[src/rtl/sweep_ctrl.sv]
// Sweep sequencer for an external 5-bit up/down counter: load a seed, ramp up to 31,
// dwell, ramp down to 0, dwell, and repeat for a programmed number of sweeps.
module sweep_ctrl #(
    parameter int DWELL = 4
) (
    input  logic       CLK,
    input  logic       RST,
    input  logic       Start,
    input  logic       Abort,
    input  logic [4:0] Seed,
    input  logic [3:0] Sweeps,
    input  logic       High,
    input  logic       Low,
    output logic       Load,
    output logic [4:0] Cnt_In,
    output logic       Up,
    output logic       Down,
    output logic       Busy,
    output logic       Done,
    output logic [3:0] Sweep_Cnt
);

    typedef enum logic [2:0] {
        IDLE,
        LOAD,
        RAMP_UP,
        DWELL_H,
        RAMP_DOWN,
        DWELL_L
    } state_t;

    localparam logic [7:0] DWELL_LAST = 8'(DWELL - 1);

    state_t     state;
    state_t     nextState;
    logic [4:0] seedReg;
    logic [3:0] sweepsReg;
    logic [3:0] sweepCnt;
    logic [3:0] sweepNext;
    logic [7:0] dwellCnt;
    logic       doneReg;
    logic       inDwell;
    logic       dwellLast;
    logic       finalSweep;
    logic       sweepEnd;

    assign sweepNext  = sweepCnt + 4'd1;
    assign inDwell    = (state == DWELL_H) || (state == DWELL_L);
    assign dwellLast  = (dwellCnt == DWELL_LAST);
    assign finalSweep = (sweepsReg != 4'd0) && (sweepNext == sweepsReg);
    assign sweepEnd   = (state == RAMP_DOWN) && Low && !Abort;

    assign Busy      = (state != IDLE);
    assign Done      = doneReg;
    assign Cnt_In    = seedReg;
    assign Sweep_Cnt = sweepCnt;

    always_ff @(posedge CLK or posedge RST) begin
        if (RST) begin
            state <= IDLE;
        end else begin
            state <= nextState;
        end
    end

    // Abort overrides every transition out of a busy state, including completion.
    always_comb begin
        nextState = state;
        Load      = 1'b0;
        Up        = 1'b0;
        Down      = 1'b0;
        case (state)
            IDLE: begin
                if (Start) nextState = LOAD;
            end
            LOAD: begin
                Load      = 1'b1;
                nextState = RAMP_UP;
            end
            RAMP_UP: begin
                Up = !High;
                if (High) nextState = DWELL_H;
            end
            DWELL_H: begin
                if (dwellLast) nextState = RAMP_DOWN;
            end
            RAMP_DOWN: begin
                Down = !Low;
                if (Low) nextState = finalSweep ? IDLE : DWELL_L;
            end
            DWELL_L: begin
                if (dwellLast) nextState = RAMP_UP;
            end
            default: nextState = IDLE;
        endcase
        if (Abort && (state != IDLE)) nextState = IDLE;
    end

    always_ff @(posedge CLK or posedge RST) begin
        if (RST) begin
            seedReg   <= 5'd0;
            sweepsReg <= 4'd0;
            sweepCnt  <= 4'd0;
            dwellCnt  <= 8'd0;
            doneReg   <= 1'b0;
        end else begin
            doneReg <= sweepEnd && finalSweep;
            if ((state == IDLE) && Start) begin
                seedReg   <= Seed;
                sweepsReg <= Sweeps;
                sweepCnt  <= 4'd0;
            end else if (sweepEnd) begin
                sweepCnt <= sweepNext;
            end
            // The dwell counter only runs inside a dwell state and restarts at every entry.
            if (inDwell && !dwellLast && !Abort) begin
                dwellCnt <= dwellCnt + 8'd1;
            end else begin
                dwellCnt <= 8'd0;
            end
        end
    end

endmodule

[config.mk]
export PLATFORM = sky130hd
export DESIGN_NAME = sweep_ctrl
export DESIGN_NICKNAME = d
export VERILOG_FILES = /design/src/rtl/sweep_ctrl.sv
export SDC_FILE = /design/constraint.sdc
export NUM_CORES = 1
export LEC_CHECK = 0
export ABC_CLOCK_PERIOD_IN_PS = 2400
export BUFFER_PORTS_ARGS = -buffer_cell sky130_fd_sc_hd__clkbuf_2
export CAP_MARGIN = 10
export CORE_ASPECT_RATIO = 0.6
export CORE_UTILIZATION = 30
export CTS_BUF_LIST = sky130_fd_sc_hd__clkbuf_2
export DETAILED_ROUTE_END_ITERATION = 7
export SLEW_MARGIN = 0
export SYNTH_ARGS = -nofsm -noshare
export SYNTH_HDL_FRONTEND = slang
export SYNTH_SLANG_ARGS = --single-unit
[constraint.sdc]
create_clock -name CLK -period 2.4 [get_ports CLK]
set_clock_uncertainty 0.15 [all_clocks]
set_input_delay 0.36 -clock CLK [delete_from_list [all_inputs] [get_ports CLK]]
set_output_delay 0.36 -clock CLK [all_outputs]
set_load 0.02 [all_outputs]
==> metrics.txt <==
outcome complete, no violations; post-CTS setup buffer count 0; Gate Count Post-Synth 113; WP buf/inv 1; Seq/Total Area, Yosys 0.485; remaining antenna violation count after routing 0; Yosys reg bits 25; yosys warns 0; die width 86.6 um; DR pass1 iterations 4; largest net degree at the start of global routing 26; Iter 0 DRT Violations 23; GP Congestion 0.778; total track usage 0.118; crit path kind reg2out; Max stage delay on crit path 0.56 ns; Slowest cell on crit path dfrtp_1; placed instance area 0.00150 sq mm; Post-synth EDFFs 0; Root Buffer clkbuf_2; Async SR Flop Fraction 1.00; clock share of power 0.112; final setup TNS 0 ns; Clock Path Buffers 2; DR WL/cell 12.1 um; Peak Freq 0.466 GHz; design area 0.00153 sq mm; Seq pwr share 0.456; metal2 WL 1110 um; Mapped Nets 130; vias in the first global route 920; LEAKAGE 0.705 nW; CTS H-Tree Depth 1; final core utilization 0.371; grt ovf 0; Synth Area per Inst 11.4 sq um; share of the synthesized area in the top cell type 0.485; vias per inst 4.72; Starting Density 0.313; clk_lat worst skew 0.34 ns; Psw 594 uW; WL final 2460 um; Reg clk slew, reported paths 0.24 ns; Rows 18; post-synth cell types 40; ys flop type dfrtp_1; most common cell in the netlist dfrtp_1; first-pass GRT wire length 4160 um; # Max-Cap Violations 0; Synth area leaders dfrtp_1, mux2_2, xor2_1; Sw Ratio 0.397; die area 0.00457 sq mm; dpl cells 198; initial antenna violation count 0; Vert. Die Dim 52.8 um; CP endpoint kind primary output; final hold viol count 0; Mapped Area 0.00129 sq mm; Inserted Diodes 0; Worst Tran Pin Value 0.497 ns; DR DRC count 0; slack of the critical path 0.253 ns; # setup viols final 0; WHS 0.0458 ns; CP Data Arrival Time 1.64 ns; cell family with most CP delay flip-flops; combinational share of power 0.433; Top Ports 29; CP Launch Type flip-flop; PD cells 977 mW/mm^2; Yosys top cell by area dfrtp_1; P&R area growth vs syn 18.7%; DR WL met3 159 um; post-DP HPWL 1870 um; worst hold path type in2reg; crit-path max FO 11; Peak VDD IR 0.000353 V; PortBufs 28; TritonCTS buffer count 3; CTS tree built; Critical Path RT 1.89 ns; worst slack at placement 0.299 ns; RSZ-0062 raised after global routing no; cells along the critical path nor3b_1, nor2b_1, clkbuf_2; Finished Layout Cells 203; clock sinks 25; Int Power 901 uW; Final min period 2.15 ns; Core Region 0.00412 sq mm; Period Utilization, post-route 0.895; Tot Pwr 1.50 mW; fraction of layout cells with a size suffix above 1 0.350; Pins Over Slew Limit 0; top cell types by occurrence after synthesis dfrtp_1, mux2_2, nor2_1; max_slew headroom 0.667; nets 161; Highest Signal Layer met3; Vias 959; M1 WL 1190 um
-- metal layers --
metal	global-route usage	vias up
met1	0.153	468
met2	0.201	28
met5	0	-
met3	0.0394	0
li1	-	463
met4	0.00833	0
-- logic make-up after synthesis --
group	after synthesis	share of synthesized area
compound gates	15	0.101
xor+xnor	13	0.0990
fa+ha+maj	2	0.0194
buf+inv	8	0.0291
flops	25	0.485
mux	10	0.0864
simple gates	40	0.180
-- power by group through the flow --
stage	clock, mW	sequential (mW)	combinational, mW
5_1_grt	0.196	0.709	0.706
3_5_place_dp	0	0.688	0.650
6_report	0.167	0.681	0.647
2_1_floorplan	0	0.666	0.500
4_1_cts	0.177	0.679	0.652
3_3_place_gp	0	0.679	0.634
-- worst register-to-register path: stages (launching register included) --
cell	delay, ns
dfrtp_1	0.48
or4_4	0.54
o311ai_4	0.35
nand2b_1	0.37
o221ai_2	0.14
-- flip-flops by register name (all words and copies together) (netlist names) --
name       count
Cnt_In         5
Sweep_Cnt      4
state          3
sweepsReg      4
dwellCnt       8
Done           1
-- timing repair --
action / in CTS / in global routing
setup endpoints to repair: 0 / 1
resized for setup: 0 / 1
hold endpoints to repair: 25 / 0
hold buffers: 1 / 0
-- final cells by class --
cell class / count / area, sq um
tap: 60 / 75.1
clock buffer: 4 / 20.0
fill: 425 / 2590
multi-input combinational: 80 / 632
sequential: 25 / 627
timing repair buffer: 31 / 165
inverter: 3 / 11.3
-- cells in the final DEF (no fill, tap or decap), drive strengths merged, types with 2 or more instances in the layout --
cell / instances
nor4b: 2
dfrtp: 25
nor2b: 2
nor2: 9
nand3: 4
and2: 2
a21oi: 2
buf: 2
xor2: 7
nand2: 4
o21ai: 3
inv: 3
and3: 5
clkbuf: 32
nand2b: 2
ha: 2
nor3b: 3
xnor2: 5
mux2: 9
-- worst paths after layout --
check | endpoint | slack, ns | depth (start not counted) | startpoint
min in group asynchronous | dwellCnt[5] | 0.39 | 4 | RST
worst max register to register | state[0] | 0.28 | 4 | dwellCnt[5]
worst max-delay path | Down | 0.25 | 3 | state[1]
max in group asynchronous | sweepsReg[3] | 1.44 | 4 | RST
worst min-delay path | state[1] | 0.05 | 2 | Abort
worst min register to register | dwellCnt[0] | 0.35 | 1 | dwellCnt[0]
Power figures use the tool's default switching activity.
